===== src/rtl/alu_exec_unit.sv =====
`default_nettype none
// ============================================================================
// Module   : alu_exec_unit
// Brief    : EX-stage ALU; single-cycle logic/arith ops, iterative 1-bit/cycle
//            shifter, valid/ready on both sides, registered result.
// Revision : 1.0 - initial release
// ============================================================================
module alu_exec_unit #(
    parameter int CTRL_W = 5,
    parameter int DATA_W = 32
) (
    input  logic              clk,
    input  logic              rst,
    input  logic              in_valid,
    output logic              in_ready,
    input  logic [CTRL_W-1:0] alu_ctrl,
    input  logic [DATA_W-1:0] src_a,
    input  logic [DATA_W-1:0] src_b,
    input  logic [4:0]        shamt,
    output logic              out_valid,
    input  logic              out_ready,
    output logic [DATA_W-1:0] result,
    output logic              zero,
    output logic              overflow,
    output logic              illegal,
    output logic              busy
);

    // ALU control encoding shared with alu_ctrl
    localparam logic [CTRL_W-1:0] c_OP_ADD   = CTRL_W'(0);
    localparam logic [CTRL_W-1:0] c_OP_ADDI  = CTRL_W'(1);
    localparam logic [CTRL_W-1:0] c_OP_ADDIU = CTRL_W'(2);
    localparam logic [CTRL_W-1:0] c_OP_LW    = CTRL_W'(3);
    localparam logic [CTRL_W-1:0] c_OP_SW    = CTRL_W'(4);
    localparam logic [CTRL_W-1:0] c_OP_SUB   = CTRL_W'(5);
    localparam logic [CTRL_W-1:0] c_OP_BEQ   = CTRL_W'(6);
    localparam logic [CTRL_W-1:0] c_OP_AND   = CTRL_W'(7);
    localparam logic [CTRL_W-1:0] c_OP_OR    = CTRL_W'(8);
    localparam logic [CTRL_W-1:0] c_OP_ORI   = CTRL_W'(9);
    localparam logic [CTRL_W-1:0] c_OP_XOR   = CTRL_W'(10);
    localparam logic [CTRL_W-1:0] c_OP_SLT   = CTRL_W'(11);
    localparam logic [CTRL_W-1:0] c_OP_LUI   = CTRL_W'(12);
    localparam logic [CTRL_W-1:0] c_OP_SLL   = CTRL_W'(13);
    localparam logic [CTRL_W-1:0] c_OP_SRL   = CTRL_W'(14);
    localparam logic [CTRL_W-1:0] c_OP_SRA   = CTRL_W'(15);
    localparam logic [CTRL_W-1:0] c_OP_SLLV  = CTRL_W'(16);
    localparam logic [CTRL_W-1:0] c_OP_SRLV  = CTRL_W'(17);
    localparam logic [CTRL_W-1:0] c_OP_SRAV  = CTRL_W'(18);

    localparam logic [1:0] c_SH_LL = 2'd0;
    localparam logic [1:0] c_SH_RL = 2'd1;
    localparam logic [1:0] c_SH_RA = 2'd2;

    typedef enum logic [1:0] {
        ST_IDLE  = 2'd0,
        ST_SHIFT = 2'd1,
        ST_DONE  = 2'd2
    } state_t;

    state_t              r_state_q,  w_state_d;
    logic [DATA_W-1:0]   r_acc_q,    w_acc_d;
    logic [4:0]          r_cnt_q,    w_cnt_d;
    logic [1:0]          r_kind_q,   w_kind_d;
    logic [DATA_W-1:0]   r_result_q, w_result_d;
    logic                r_zero_q,   w_zero_d;
    logic                r_ovf_q,    w_ovf_d;
    logic                r_ill_q,    w_ill_d;

    logic [DATA_W-1:0]   w_sum;
    logic [DATA_W-1:0]   w_diff;
    logic [DATA_W-1:0]   w_op_res;
    logic                w_op_ovf;
    logic                w_op_ill;
    logic                w_op_shift;
    logic [1:0]          w_op_kind;
    logic [4:0]          w_op_amt;
    logic [DATA_W-1:0]   w_step;
    logic                w_in_ready;
    logic                w_accept;

    assign w_sum  = src_a + src_b;
    assign w_diff = src_a - src_b;

    // Operation decode; shift ops preload src_b so a zero amount completes at once
    always_comb begin
        w_op_res   = '0;
        w_op_ovf   = 1'b0;
        w_op_ill   = 1'b0;
        w_op_shift = 1'b0;
        w_op_kind  = c_SH_LL;
        w_op_amt   = shamt;
        case (alu_ctrl)
            c_OP_ADD, c_OP_ADDI: begin
                w_op_res = w_sum;
                w_op_ovf = (src_a[DATA_W-1] == src_b[DATA_W-1]) &&
                           (w_sum[DATA_W-1] != src_a[DATA_W-1]);
            end
            c_OP_ADDIU, c_OP_LW, c_OP_SW: w_op_res = w_sum;
            c_OP_SUB, c_OP_BEQ: begin
                w_op_res = w_diff;
                w_op_ovf = (src_a[DATA_W-1] != src_b[DATA_W-1]) &&
                           (w_diff[DATA_W-1] != src_a[DATA_W-1]);
            end
            c_OP_AND:          w_op_res = src_a & src_b;
            c_OP_OR, c_OP_ORI: w_op_res = src_a | src_b;
            c_OP_XOR:          w_op_res = src_a ^ src_b;
            c_OP_SLT:          w_op_res = {{(DATA_W-1){1'b0}},
                                           ($signed(src_a) < $signed(src_b))};
            c_OP_LUI:          w_op_res = {src_b[15:0], {(DATA_W-16){1'b0}}};
            c_OP_SLL, c_OP_SRL, c_OP_SRA,
            c_OP_SLLV, c_OP_SRLV, c_OP_SRAV: begin
                w_op_res   = src_b;
                w_op_shift = 1'b1;
                if (alu_ctrl == c_OP_SLLV || alu_ctrl == c_OP_SRLV ||
                    alu_ctrl == c_OP_SRAV) begin
                    w_op_amt = src_a[4:0];
                end
                if (alu_ctrl == c_OP_SRL || alu_ctrl == c_OP_SRLV) begin
                    w_op_kind = c_SH_RL;
                end else if (alu_ctrl == c_OP_SRA || alu_ctrl == c_OP_SRAV) begin
                    w_op_kind = c_SH_RA;
                end
            end
            default: w_op_ill = 1'b1;
        endcase
    end

    always_comb begin
        w_step = {r_acc_q[DATA_W-2:0], 1'b0};
        case (r_kind_q)
            c_SH_RL: w_step = {1'b0, r_acc_q[DATA_W-1:1]};
            c_SH_RA: w_step = {r_acc_q[DATA_W-1], r_acc_q[DATA_W-1:1]};
            default: w_step = {r_acc_q[DATA_W-2:0], 1'b0};
        endcase
    end

    assign w_in_ready = ~rst & ((r_state_q == ST_IDLE) ||
                                ((r_state_q == ST_DONE) && out_ready));
    assign w_accept   = in_valid & w_in_ready;

    always_comb begin
        w_state_d  = r_state_q;
        w_acc_d    = r_acc_q;
        w_cnt_d    = r_cnt_q;
        w_kind_d   = r_kind_q;
        w_result_d = r_result_q;
        w_zero_d   = r_zero_q;
        w_ovf_d    = r_ovf_q;
        w_ill_d    = r_ill_q;
        case (r_state_q)
            ST_IDLE, ST_DONE: begin
                if (w_accept) begin
                    if (w_op_shift && (w_op_amt != 5'd0)) begin
                        w_state_d = ST_SHIFT;
                        w_acc_d   = src_b;
                        w_cnt_d   = w_op_amt;
                        w_kind_d  = w_op_kind;
                    end else begin
                        w_state_d  = ST_DONE;
                        w_result_d = w_op_res;
                        w_zero_d   = (w_op_res == '0);
                        w_ovf_d    = w_op_ovf;
                        w_ill_d    = w_op_ill;
                    end
                end else if ((r_state_q == ST_DONE) && out_ready) begin
                    w_state_d = ST_IDLE;
                end
            end
            ST_SHIFT: begin
                w_acc_d = w_step;
                w_cnt_d = r_cnt_q - 5'd1;
                if (r_cnt_q == 5'd1) begin
                    w_state_d  = ST_DONE;
                    w_result_d = w_step;
                    w_zero_d   = (w_step == '0);
                    w_ovf_d    = 1'b0;
                    w_ill_d    = 1'b0;
                end
            end
            default: w_state_d = ST_IDLE;
        endcase
    end

    always_ff @(posedge clk or posedge rst) begin
        if (rst) begin
            r_state_q  <= ST_IDLE;
            r_acc_q    <= '0;
            r_cnt_q    <= '0;
            r_kind_q   <= c_SH_LL;
            r_result_q <= '0;
            r_zero_q   <= 1'b0;
            r_ovf_q    <= 1'b0;
            r_ill_q    <= 1'b0;
        end else begin
            r_state_q  <= w_state_d;
            r_acc_q    <= w_acc_d;
            r_cnt_q    <= w_cnt_d;
            r_kind_q   <= w_kind_d;
            r_result_q <= w_result_d;
            r_zero_q   <= w_zero_d;
            r_ovf_q    <= w_ovf_d;
            r_ill_q    <= w_ill_d;
        end
    end

    assign in_ready  = w_in_ready;
    assign out_valid = (r_state_q == ST_DONE);
    assign busy      = (r_state_q != ST_IDLE);
    assign result    = r_result_q;
    assign zero      = r_zero_q;
    assign overflow  = r_ovf_q;
    assign illegal   = r_ill_q;

endmodule
`default_nettype wire


===== config.mk =====
export PLATFORM = sky130hd
export DESIGN_NAME = alu_exec_unit
export DESIGN_NICKNAME = d
export VERILOG_FILES = /design/src/rtl/alu_exec_unit.sv
export SDC_FILE = /design/constraint.sdc
export NUM_CORES = 1
export LEC_CHECK = 0
export CAP_MARGIN = 20
export CORE_MARGIN = 2
export CORE_UTILIZATION = 35
export CTS_CLUSTER_DIAMETER = 30
export DETAILED_ROUTE_END_ITERATION = 8
export PLACE_DENSITY_LB_ADDON = 0.3
export SYNTH_ARGS = -nofsm -noshare
export SYNTH_HDL_FRONTEND = slang
export SYNTH_SLANG_ARGS = --single-unit

===== constraint.sdc =====
create_clock -name clk -period 3.8 [get_ports clk]
set_input_delay 1.14 -clock clk [delete_from_list [all_inputs] [get_ports clk]]
set_output_delay 1.14 -clock clk [all_outputs]
set_load 0.05 [all_outputs]

# After elaboration in Yosys (flattened, before gate mapping)

Index checks and enable logic that the tools add are counted.

Register bits: 76
Bits of input ports: 78
Output and inout bits: 38
Word-level logic and storage cells: 113

$add $sub $neg: 3
Order comparisons: 1
Equal/unequal tests: 32
Mux-type cells: 36
Bitwise operators: 6
Reductions and logical operators: 27

Operators by type and width:

| cell                                           | number |
|---|---|
| one-hot mux 32 bit (8 select lines)            | 1 |
| one-hot mux 32 bit (2 select lines)            | 3 |
| two-way mux 32 bit                             | 5 |
| zero test 32 bit                               | 2 |
| == test 5 x 4 -> 1 bit (second input constant) | 8 |
| adder 32 bit                                   | 1 |
| bitwise AND 32 bit                             | 1 |
| < comparator 32 bit                            | 1 |
| OR 32 bit                                      | 1 |
| subtractor 32 bit                              | 1 |
| bitwise XOR 32 bit                             | 1 |
| == test 5 x 3 -> 1 bit (second input constant) | 4 |
| two-way mux 5 bit                              | 4 |
| OR reduction 19 bit                            | 1 |
| == test 5 bit (second input constant)          | 3 |
| two-way mux 2 bit                              | 7 |
| == test 5 x 1 -> 1 bit (second input constant) | 2 |
| == test 5 x 2 -> 1 bit (second input constant) | 2 |
| two-way mux 1 bit                              | 10 |
| one-hot mux 5 bit (2 select lines)             | 1 |
| != test 2 bit (second input constant)          | 4 |
| one-hot mux 1 bit (2 select lines)             | 4 |
| OR reduction 2 bit                             | 4 |
| AND reduction 3 bit                            | 2 |
| other kinds (19)                               | 32 |

# Logic depth before layout (Yosys ltp)

Gate-level depths: netlist (run 1).

Depth after elaboration: 10
Mapped depth: 16
Mapped depth without buffers: 15

# Worst setup path before layout (run 1)

OpenSTA, ideal clock, no wires.

Kind: input to register
Start point: in out_ready
End point: reg r_zero_q (netlist: zero)
Library setup time: 0.092 ns
Data arrival time: 5.019 ns
Data required time: 3.708 ns
Setup slack: -1.311 ns
Stages on the path: 11
Path buffers: 1
Cell sequence: inv_1 a211oi_1 and2_1 clkbuf_1 o32ai_1 and4b_1 nand4b_1 or4b_1 or4_1 or4_1 o31ai_2

Word-level cells in the longest chain between the ends: 6

Ends and longest elaborated chain:

| what                                 | RTL line | RTL |
|---|---|---|
| start, declared                      | 21       | `input logic out_ready,` |
| logical AND 1 bit                    | 138      | `((r_state_q == ST_DONE) && out_ready));` |
| logical OR 1 bit                     | 137      | `assign w_in_ready = ~rst & ((r_state_q == ST_IDLE) \|\|` |
| bitwise AND 1 bit                    | 137      |  |
| via in_ready                         | 15       | `output logic in_ready,` |
| bitwise AND 1 bit                    | 139      | `assign w_accept = in_valid & w_in_ready;` |
| != test 2 bit (no source line)       | n/a      |  |
| AND reduction 4 bit (no source line) | n/a      |  |
| end signal, assigned                 | 200      | `r_zero_q <= w_zero_d;` |
| end, declared                        | 65       | `logic r_zero_q, w_zero_d;` |

The timed path passes the listed nets, and every way through them passes these cells.
A chain may end at the register's enable or synchronous reset.

# Worst setup path after layout (run 1)

Start point: in src_a[0]
End point: reg r_zero_q (netlist: zero)

Word-level cells in the longest chain between the ends: 6
Elaborated cells between the ends (all ways): 17
Classes of those cells: add/sub: 2; order compare: 1; eq/ne: 1; mux: 6; bitwise: 3; reduce/logical: 4

Ends and longest elaborated chain:

| what                                                                             | RTL line | RTL |
|---|---|---|
| start, declared                                                                  | 17       | `input logic [DATA_W-1:0] src_a,` |
| subtractor 32 bit (tied with other cells)                                        | 82       | `assign w_diff = src_a - src_b;` |
| one-hot mux 32 bit (8 select lines) / two-way mux 5 bit (equally long branches)  | 92       | `case (alu_ctrl)` |
| zero test 32 bit / nonzero test 5 bit (equally long branches)                    | 161, 153 |  |
| two-way mux 1 bit / logical AND 1 bit (equally long branches)                    | 153      | `if (w_op_shift && (w_op_amt != 5'd0)) begin` |
| two-way mux 1 bit / != test 2 bit (equally long branches)                        | n/a      |  |
| one-hot mux 1 bit (2 select lines) / AND reduction 4 bit (equally long branches) | n/a      |  |

Parallel ways exist; a longest one is shown, timed or not. The select of a mux whose other input is x is not followed.

==> results of run 1 <==
[per-stage QoR]
step           instance area (sq um)  hold WS [ns]  utilization [%]  power, uW
4_1_cts                        16200         0.479             58.4       6490
3_5_place_dp                   14800         0.469             53.2       5420
6_report                       16800         0.472             60.4       6730
3_3_place_gp                   14800         0.458             53.2       5360
5_1_grt                        16800         0.505             60.4       7070
2_1_floorplan                  10200         0.478                -       3710
[sequential cells by signal (all words and copies together), names as in the netlist]
signal / cells
illegal: 1
r_cnt_q: 5
result: 32
r_acc_q: 32
r_kind_q: 2
zero: 1
r_state_q: 2
overflow: 1
[metal layers]
| metal | routed length (um) | GRT usage [%] | vias up |
|---|---|---|---|
| li1 | - | - | 6045 |
| met1 | 20100 | 41.5 | 6362 |
| met2 | 22000 | 52.3 | 663 |
| met3 | 3680 | 4.42 | 147 |
| met4 | 2580 | 15.1 | 2 |
| met5 | 12 | 0 | - |
[synthesized netlist by cell type (16+ instances only)]
cell / instances / area, sq um
nor2_1: 139 / 522
a21oi_1: 118 / 591
ha_1: 117 / 1460
nand2_1: 116 / 435
inv_1: 97 / 364
o21ai_0: 83 / 415
clkbuf_1: 77 / 289
dfrtp_1: 76 / 1900
a22oi_1: 46 / 345
a221o_1: 35 / 350
nand3_1: 25 / 125
nor3_1: 25 / 125
o211ai_1: 25 / 188
nand4_1: 22 / 138
o31ai_1: 20 / 150
a211oi_1: 16 / 120
nor2b_1: 16 / 100
[logic make-up after synthesis]
family / count (synthesis) / share of synthesized area (%)
DFF: 76 / 19.2
muxes: 13 / 1.48
AOI/OAI and AO/OA: 508 / 36.1
xor gates and xnor gates: 5 / 0.442
buffers and inverters: 189 / 7.43
adders and majority gates: 119 / 15.2
and+or+nand+nor: 422 / 20.2
[report_power, final]
part / switching [uW] / internal [uW]
clock: 341 / 438
sequential: 289 / 1160
combinational: 2590 / 1910
[path summary, 6_finish.rpt]
check | startpoint | endpoint | slack, ns | cells past startpoint
min reg2reg | result[23] | result[23] | 0.47 | 2
min in group asynchronous | rst | r_state_q[0] | 1.34 | 3
min | result[23] | result[23] | 0.47 | 2
max | src_a[0] | zero | -1.04 | 16
max reg2reg | r_cnt_q[1] | zero | 0.20 | 11
max in group asynchronous | rst | r_acc_q[9] | 1.79 | 4
[timing repair]
action / in CTS / in global routing
gates resized for setup: 257 / 205
pin swaps: 76 / 57
setup endpoints to repair: 28 / 24
buffers inserted: 48 / 31
[layout make-up]
cell class | count | area [sq um]
clock buffers | 9 | 225
flip-flops and latches | 76 | 1900
well taps | 378 | 473
clock inverters | 6 | 41.3
diodes | 2 | 5.00
repair buffers | 616 | 5010
multi-input cells | 1067 | 8730
fillers | 2469 | 11000
inverters | 98 | 389
[worst max-delay path: cells and delay by family]
family / cells / cell delay [ns]
fa+ha+maj: 2 / 0.45
simple gates: 6 / 2.05
compound gates: 5 / 1.23
buf+inv: 3 / 0.19
==> flow_metrics.py, run 1 <==
metrics = {
    "route": {
        "avgViaCountPerCell": 5.87,
        "via_count": 13219,
        "dr.pass1.iters": 7,
        "wl_per_cell_um": 21.5,
        "wl_um": 48400,
        "drt_iter0_markers": 1578,
        "drcViolationCount": 0,
        "final_antenna_net_count": 0,
    },
    "placed_design": {
        "dp.cells": 2172,
        "pre_cts_ws_ns": -1.89,
        "routabilityCongestion": 1.02,
        "hpwlAfterDp_um": 36700,
        "port_buffers": 115,
    },
    "setup_path": {
        "max_stage_delay_ns": 0.56,
        "critPathKind": "input port to flop",
        "cp_data_arrival_time_ns": 5.09,
        "critPathRequiredTime_ns": 4.05,
        "cp_cell_sequence": "buf_12 -> inv_16 -> ha_4 -> inv_2 -> fa_2 -> nor2b_4 -> o311ai_4 -> a21oi_2 -> o31a_1 -> a211oi_2 -> and4b_1 -> nand4b_1 -> or4b_4 -> or4_1 -> or4_4 -> o31ai_4",
        "end_kind": "flop",
        "startpoint_type": "input port",
        "cp_slowest_cell": "or4b_4",
        "critPathMaxFanout": 5,
    },
    "synthesis": {
        "synthArstFlopShare_pct": 100,
        "synth_fp_nets": 1529,
        "syn_area_sq_mm": 0.00990,
        "syn_avg_cell_area_sq_um": 7.43,
        "ys_ff_latch": 76,
        "ys.flop_type": "dfrtp_1",
        "yosys.cell_types.count": 85,
        "synth_seq_area_share_pct": 19.2,
        "syn_inst": 1332,
        "synth_edf_count": 0,
        "yosysWarnings": 0,
    },
    "clocking": {
        "cts_max_level": 3,
        "ctsHoldBuffers": 0,
        "cts-root-buf": "clkbuf_16",
        "clk_pin_slew_ns": 0.06,
        "clkLatencyLatePin_ns": 0.33,
        "numCtsBuffers": 9,
        "clock_sinks": 76,
        "cts_tree": "yes",
        "cts.path.max_buffers": 2,
    },
    "run_status": {
        "failed_checks": "negative setup slack",
        "outcome": "finished, violations left",
    },
    "timing": {
        "rsz0062_at_grt": "yes",
        "tns_ns": -4.02,
        "fin_ws_ns": -1.04,
        "tightest_slew_ns": 1.08,
        "period_share_pct": 127,
        "fmax_mhz": 206,
        "max_slew_margin_pct": 27.9,
        "final-setup-viol-count": 12,
        "finalHoldViolCount": 0,
        "drv_slew": 0,
        "skew_ns": 0.00603,
        "fin_crit_ns": 4.84,
    },
    "die": {
        "core-area_sq_mm": 0.0278,
        "dieArea_sq_mm": 0.0296,
        "die_y_um": 172,
        "dieWidth_um": 172,
        "boundaryPins": 116,
        "start_util_pct": 35.6,
        "rows": 61,
    },
    "finish": {
        "layout_common_cells": "buf_4, nor2_1, nand2_1, ha_1, a21oi_1",
        "drive_gt1_share_pct": 42.9,
        "synthToLayoutAreaGrowth_pct": 69.6,
        "final_common_cell": "buf_4",
        "nNetsFinal": 2065,
        "final_cell_count_no_fill": 2252,
    },
    "pwr": {
        "power_density_mw_per_mm2": 401,
        "peakVddDrop_mv": 0.414,
        "leakage_uw": 0.00756,
    },
    "global_route": {
        "grt_util_all_layers_pct": 31.9,
        "grt_pass1_vias": 13030,
        "grt_pass1_wl_um": 72700,
        "grt_max_degree": 61,
        "grt_antenna_before_repair": 2,
        "grt_overflow": 0,
    },
    "run": {
        "max-cap-violations": 0,
    },
    "hold_path": {
        "hold_path.class": "flop to flop",
    },
}
(Power assumes the default switching activity.)
==> inputs of run 2 (changes only) <==
- CTS_CLUSTER_DIAMETER: 30 -> default
==> results of run 2 <==
Same layout as run 1: the final DEF is identical, and so are final timing and power.
